File: config.mk
export PLATFORM = sky130hd
export DESIGN_NAME = transport_arbiter
export DESIGN_NICKNAME = d
export VERILOG_FILES = /design/src/rtl/transport_arbiter.sv
export SDC_FILE = /design/constraint.sdc
export NUM_CORES = 1
export LEC_CHECK = 0
export CELL_PAD_IN_SITES_DETAIL_PLACEMENT = 1
export CELL_PAD_IN_SITES_GLOBAL_PLACEMENT = 1
export CORE_AREA = 2 2 39 41
export DETAILED_ROUTE_END_ITERATION = 8
export DIE_AREA = 0 0 41 43
export MAX_ROUTING_LAYER = met4
export PLACE_DENSITY = 0.65
export SYNTH_ARGS = -nofsm -noshare
export SYNTH_HDL_FRONTEND = slang
export SYNTH_SLANG_ARGS = --single-unit
File: constraint.sdc
create_clock -name clk -period 1.7 [get_ports clk]
set_input_delay 0.34 -clock clk [delete_from_list [all_inputs] [get_ports clk]]
set_output_delay 0.34 -clock clk [all_outputs]
set_load 0.01 [all_outputs]
File: src/rtl/transport_arbiter.sv
// Two-way round-robin arbiter for the shared transport resource: registered one-hot grants,
// each held at most MAX_HOLD cycles and followed by GAP forced idle cycles.
module transport_arbiter #(
  parameter int MAX_HOLD = 4,
  parameter int GAP      = 1
) (
  input  logic clk,
  input  logic rst,
  input  logic bus_req,
  input  logic train_req,
  input  logic bus_done,
  input  logic train_done,
  output logic bus_gnt,
  output logic train_gnt,
  output logic transport,
  output logic last_owner
);

  localparam int HW = (MAX_HOLD > 1) ? $clog2(MAX_HOLD) : 1;
  localparam int GW = (GAP > 1) ? $clog2(GAP) : 1;

  typedef enum logic [1:0] {S_IDLE, S_BUS, S_TRAIN, S_GAP} state_t;

  state_t        state_q, state_d;
  logic [HW-1:0] hold_q, hold_d;
  logic [GW-1:0] gap_q, gap_d;
  logic          ptr_q, ptr_d;    // 0 = bus has priority on a tie
  logic          last_q, last_d;

  always_ff @(posedge clk) begin
    if (rst) begin
      state_q <= S_IDLE;
      hold_q  <= '0;
      gap_q   <= '0;
      ptr_q   <= 1'b0;
      last_q  <= 1'b0;
    end else begin
      state_q <= state_d;
      hold_q  <= hold_d;
      gap_q   <= gap_d;
      ptr_q   <= ptr_d;
      last_q  <= last_d;
    end
  end

  always_comb begin
    state_d = state_q;
    hold_d  = hold_q;
    gap_d   = gap_q;
    ptr_d   = ptr_q;
    last_d  = last_q;
    case (state_q)
      S_IDLE: begin
        hold_d = '0;
        gap_d  = '0;
        if (bus_req && train_req) state_d = ptr_q ? S_TRAIN : S_BUS;
        else if (bus_req)         state_d = S_BUS;
        else if (train_req)       state_d = S_TRAIN;
      end
      S_BUS: begin
        if (!bus_req || bus_done || hold_q == HW'(MAX_HOLD - 1)) begin
          state_d = (GAP > 0) ? S_GAP : S_IDLE;
          hold_d  = '0;
          last_d  = 1'b0;
          ptr_d   = 1'b1;
        end else begin
          hold_d = hold_q + 1'b1;
        end
      end
      S_TRAIN: begin
        if (!train_req || train_done || hold_q == HW'(MAX_HOLD - 1)) begin
          state_d = (GAP > 0) ? S_GAP : S_IDLE;
          hold_d  = '0;
          last_d  = 1'b1;
          ptr_d   = 1'b0;
        end else begin
          hold_d = hold_q + 1'b1;
        end
      end
      default: begin
        // Requests seen here are deliberately ignored until IDLE.
        if (gap_q == GW'(GAP - 1)) begin
          state_d = S_IDLE;
          gap_d   = '0;
        end else begin
          gap_d = gap_q + 1'b1;
        end
      end
    endcase
  end

  assign bus_gnt    = (state_q == S_BUS);
  assign train_gnt  = (state_q == S_TRAIN);
  assign transport  = bus_gnt | train_gnt;
  assign last_owner = last_q;

  a_onehot: assert property (@(posedge clk) disable iff (rst) !(bus_gnt && train_gnt));
  a_busy:   assert property (@(posedge clk) transport == (bus_gnt | train_gnt));
  a_bus_rq: assert property (@(posedge clk) disable iff (rst) $rose(bus_gnt) |-> $past(bus_req));
  a_trn_rq: assert property (@(posedge clk) disable iff (rst) $rose(train_gnt) |-> $past(train_req));

endmodule
==> results.yml, run 1 <==
synth:
  synth.distinct_cells: 19
  synth_edf_count: 0
  synthCells: 44
  syn_avg_cell_area_sq_um: 9.36
  syn-cell-area_sq_um: 412
  synth_top_area_frac: 0.292
  yosys_warnings: 0
  ys_async_sr_fraction: 0
  synth_top_area_cell: "dfxtp_1"
  syn_nets: 55
  yosys-top-cells-area: "dfxtp_1, ha_1, and4bb_4, inv_1, a211oi_4"
  synth-seq-cells: 6
  synth-main-ff-cell: "dfxtp_1"
  synth.yosys.seq_area_share: 0.292
hold_path:
  hold_start: "hold_q[1]"
  hp-class: "register to register"
grt:
  grtUsageMet3: 0.0785
  grt_use_met1: 0.144
  grt_pass1_vias: 408
  busiest_layer: "met2"
  grt_util_met2: 0.225
  grt_pass1_wl_um: 1640
  grt_max_degree: 7
  gr-total-overflow: 0
  antenna_found_initial: 0
  grt_usage: 0.143
placed_design:
  io_buffers: 9
  hpwl_um: 808
  pre_cts_slack_ns: 0.0247
  gp_congestion: 0.764
  place_area_sq_um: 529
detailed_routing:
  drc: 0
  routed_wl_um: 946
  ant_nets: 0
  first_iter_violations: 4
  drtPass1Iterations: 3
  via_count: 370
  viasPerCell: 5.07
  wl_per_cell_um: 13.0
status:
  status: "completed"
timing:
  fin_crit_sh: 0.918
  finalClockSkew_ns: 0.00409
  slew_headroom: 0.820
  worst_slew_pin_slew_ns: 0.269
  tns_ns: 0
  slew_viol_final: 0
  fmax_mhz: 641
  layout_min_cycle_time_ns: 1.56
  hold_viol: 0
  setup_ws_ns: 0.140
  setup_violations: 0
  rsz0062_at_grt: "false"
  fin_hold_ws_ns: 0.465
final_layout:
  nNetsFinal: 70
  drive_gt1_frac: 0.211
  area_delta_synth_final_pct: 37.4
  nFillCells: 177
  postLayoutCellArea_sq_um: 566
  diodes: 0
pwr:
  finalPower_uw: 783
  peakVddDrop_mv: 0.497
  p_leak_nw: 0.234
  p_per_area_nw_per_um2: 1380
floorplan:
  io_pins: 10
  die_x_um: 41
  die_h_um: 43
  dieArea_sq_um: 1760
  rows: 14
  initial_core_util: 0.297
  core_sq_um: 1380
critical_path:
  required_ns: 1.36
  critPathKind: "register to output pin"
  cp_slowest_cell: "dfxtp_2"
  arrival_ns: 1.22
  critPathMaxStageDelay_ns: 0.35
  crit_chain: "inv_1 -> ha_4 -> dlygate4sd2_1"
  worstSetupStartpointType: "register"
  critPathMaxFanout: 4
  end_kind: "output pin"
  startpoint: "state_q[0]"
  r2r_start: "state_q[1]"
run:
  drv_cap: 0
clocking:
  cts_root_buffer: "clkbuf_4"
  insertion_delay_ns: 0.24
  clk_pin_slew_ns: 0.04
  cts_max_path_buffers: 2
  numCtsBuffers: 3
  tritoncts: "built"
  htree_num_levels: 1
  clock_sinks: 6
[cell families (layout without fill, tap and decap cells)]
logic type,Yosys count,in the layout,synth area share
AOI/OAI and AO/OA,11,11,0.234
DFF,6,6,0.292
muxes,2,2,0.0486
and+or+nand+nor,14,14,0.219
adders and majority gates,5,5,0.152
buffers and inverters,6,19,0.0547
[synthesized netlist by cell type, types with 2 or more instances]
| cell | count |
|---|---|
| inv_1 | 6 |
| ha_1 | 5 |
| nor2_1 | 3 |
| nor3b_1 | 2 |
| dfxtp_1 | 6 |
| mux2i_1 | 2 |
| and4bb_4 | 2 |
| nand2_1 | 5 |
| a21oi_1 | 3 |
[cells in the final DEF (no fill, tap or decap)]
cell type / instances
a21bo_2: 1
nand2_1: 5
a41oi_1: 1
dfxtp_1: 4
o221ai_1: 1
inv_1: 6
ha_2: 1
clkbuf_4: 3
buf_4: 1
mux2i_1: 2
dfxtp_2: 2
a21oi_1: 3
a211oi_4: 1
a31oi_1: 1
or2_1: 1
nor2_1: 3
o221a_1: 1
nand2b_1: 1
o2111ai_1: 1
ha_1: 3
ha_4: 1
o211ai_1: 1
nor3b_1: 2
and4bb_4: 2
dlygate4sd2_1: 3
clkdlybuf4s50_1: 6
[repair_timing]
action | CTS | global route
endpoints found under the setup margin | 3 | 1
pin swaps | 0 | 0
resized for setup | 6 | 1
setup buffers | 0 | 0
hold buffers | 0 | 0
[routing by layer]
layer	vias to the layer above	wire length, um
li1	184	-
met1	177	406
met2	9	495
met3	0	43
met4	0	0
met5	-	0
[sequential cells by signal, indices dropped and copies added, names as in the netlist]
signal      count
hold_q          2
last_owner      1
ptr_q           1
state_q         2
[report_power, final]
part,switching [mW],total [mW],internal [mW]
clock,0.0516,0.132,0.0799
combinational,0.201,0.431,0.229
sequential,0.0364,0.221,0.184
total,0.289,0.783,0.494
[critical path, delay by kind of cell (launching register included)]
family | cells | cell delay (ns)
DFF | 1 | 0.35
buffers and inverters | 2 | 0.35
adders and majority gates | 1 | 0.28
[final cells by class]
class | count | area [sq um] | share of cell area
clock buffers | 3 | 22.5 | 0.0398
inverters | 6 | 22.5 | 0.0398
multi-input cells | 32 | 284 | 0.502
flip-flops and latches | 6 | 123 | 0.217
well taps | 16 | 20.0 | 0.0354
repair buffers | 10 | 93.8 | 0.166
[metrics by stage]
| step | utilization | cells |
|---|---|---|
| after floorplan | - | 44 |
| after global placement | 0.382 | 70 |
| after detailed placement | 0.382 | 70 |
| after CTS | 0.400 | 73 |
| after global routing | 0.409 | 73 |
| final | 0.409 | 73 |
[final timing paths]
kind / end / slack (ns) / depth (start not counted)
worst max-delay path: transport / 0.14 / 3
worst min-delay path: hold_q[1] / 0.46 / 2
worst max register to register: ptr_q / 0.20 / 5
worst min register to register: hold_q[1] / 0.46 / 2
No activity file was read; power rests on OpenSTA's default activity.
==> inputs of run 2 (changes only) <==
Settings changed: CTS_CLUSTER_SIZE from default to 12, REMOVE_ABC_BUFFERS from default to 1.
==> results of run 2 <==
The final DEF is identical to that of run 1; final timing and power are the same.
==> inputs of run 3 (changes only) <==
Settings changed: PLACE_DENSITY 0.65 to default, PLACE_DENSITY_LB_ADDON from default to 0.1.
==> run 3 against run 2 <==
  * Combinational power fell by 7.2%
  * First-iteration DRC count fell by 50%
  * Sequential power barely moved
  * Sequential cell count did not move
  * Register-to-register slack improved by 0.07 ns
  * Core utilization fell by 0.72 points
  * Setup slack got worse by 0.033 ns
  * Worst hold slack improved by 0.011 ns
  * Non-clock buffer count did not move
  * Clock skew fell by 0.0011 ns
  * Global-route usage fell by 0.71 points
  * Critical path type unchanged
  * Critical endpoint unchanged
  * Largest cell class unchanged
  * Highest routed layer is now met4
==> results.yml, run 3 (same netlist as run 1, synthesis figures left out) <==
grt:
  grt_usage: 0.136
  gr-total-overflow: 0
  grt_pass1_vias: 347
  antenna_found_initial: 0
  grt_pass1_wl_um: 1480
  grt_max_degree: 7
status:
  status: "completed"
final_layout:
  drive_gt1_frac: 0.211
  final_cell_mix: "inv_1, clkdlybuf4s50_1, nand2_1, dfxtp_1"
  nNetsFinal: 70
  diodes: 0
  area_delta_synth_final_pct: 35.0
  reg_top3: "hold_q (2), state_q (2)"
clocking:
  cts_max_path_buffers: 2
  hold_buffers: 0
  clk_pin_slew_ns: 0.05
  insertion_delay_ns: 0.24
  numCtsBuffers: 3
  clock_sinks: 6
  tritoncts: "built"
  cts_root_buffer: "clkbuf_4"
  htree_num_levels: 1
critical_path:
  startpoint: "state_q[0]"
  required_ns: 1.36
  arrival_ns: 1.25
  critPathKind: "register to output pin"
  end_kind: "output pin"
  r2r_start: "state_q[1]"
  worstSetupStartpointType: "register"
  critPathMaxFanout: 4
placed_design:
  hpwl_um: 812
  gp_congestion: 0.744
  io_buffers: 9
floorplan:
  die_h_um: 43
  rows: 14
  core_sq_um: 1380
  initial_core_util: 0.297
  die_x_um: 41
  io_pins: 10
  dieArea_sq_um: 1760
hold_path:
  hp-class: "register to register"
  hold_start: "last_owner"
pwr:
  power.switching_uw: 278
  p_per_area_nw_per_um2: 1350
  peakVddDrop_mv: 0.617
  power_frac_clock: 0.174
  p_seq_frac: 0.291
  p_leak_nw: 0.232
  p_comb_frac: 0.535
  p_int_uw: 470
  switching_share: 0.371
detailed_routing:
  met3_length_um: 69
  viasPerCell: 5.08
  routed_wl_um: 962
  wl_per_cell_um: 13.2
  dr_wl_met2_um: 443
  via_count: 371
  wl_met1_um: 430
  drc: 0
  first_iter_violations: 2
  ant_nets: 0
  highest_layer: "met4"
  drtPass1Iterations: 4
timing:
  layout_min_cycle_time_ns: 1.59
  hold_viol: 0
  slew_headroom: 0.829
  setup_violations: 0
  rsz0062_at_grt: "false"
  fmax_mhz: 628
  tns_ns: 0
  worst_slew_pin_slew_ns: 0.256
  slew_viol_final: 0
  fin_crit_sh: 0.937
  fin_hold_ws_ns: 0.475
  finalClockSkew_ns: 0.00298
run:
  drv_cap: 0
-- run 3: cell count changes in the layout (fill, tap and decap cells not counted) --
cell	previous run	this run
ha_4	1	0
ha_2	1	2
-- run 3: critical path, stage by stage (launching register included) --
cell and delay, ns:
dfxtp_2 0.35, inv_1 0.07, ha_1 0.31, dlygate4sd2_1 0.29
-- run 3: cell type report --
class,count,area (sq um)
Fill cell,157,828
Multi-Input combinational cell,32,274
Sequential cell,6,123
Timing Repair Buffer,10,93.8
Clock buffer,3,22.5
Inverter,6,22.5
Tap cell,16,20.0
-- run 3: power by group through the flow --
stage | logic (mW) | registers, mW | clock network (mW)
global placement | 0.419 | 0.213 | 0
global route | 0.444 | 0.222 | 0.152
finish | 0.400 | 0.218 | 0.130
floorplan | 0.251 | 0.212 | 0
detailed placement | 0.428 | 0.216 | 0
CTS | 0.407 | 0.219 | 0.137
-- run 3: stage by stage --
stage	power (mW)	instance area, sq um	util	setup slack (ns)	std cells
finish	0.748	556	0.401	0.107	73
floorplan	0.463	412	-	0.227	44
CTS	0.764	556	0.401	0.0897	73
detailed placement	0.645	529	0.382	0.0248	70
global route	0.818	556	0.401	0.0372	73
global placement	0.633	529	0.382	0.0647	70
-- run 3: worst paths after layout --
path | endpoint | slack (ns) | cells after the start
worst max-delay path | transport | 0.11 | 3
worst min-delay path | last_owner | 0.48 | 2
worst max register to register | ptr_q | 0.27 | 5
worst min register to register | last_owner | 0.48 | 2
-- run 3: timing repair --
item                                    CTS  global route
resized for setup                         7             0
setup buffers                             0             0
endpoints found under the setup margin    3             0
-- run 3: layer usage --
layer | GRT usage | up-vias
li1 | - | 188
met1 | 0.158 | 169
met2 | 0.184 | 10
met3 | 0.0628 | 4
met4 | 0.0800 | 0
met5 | - | -
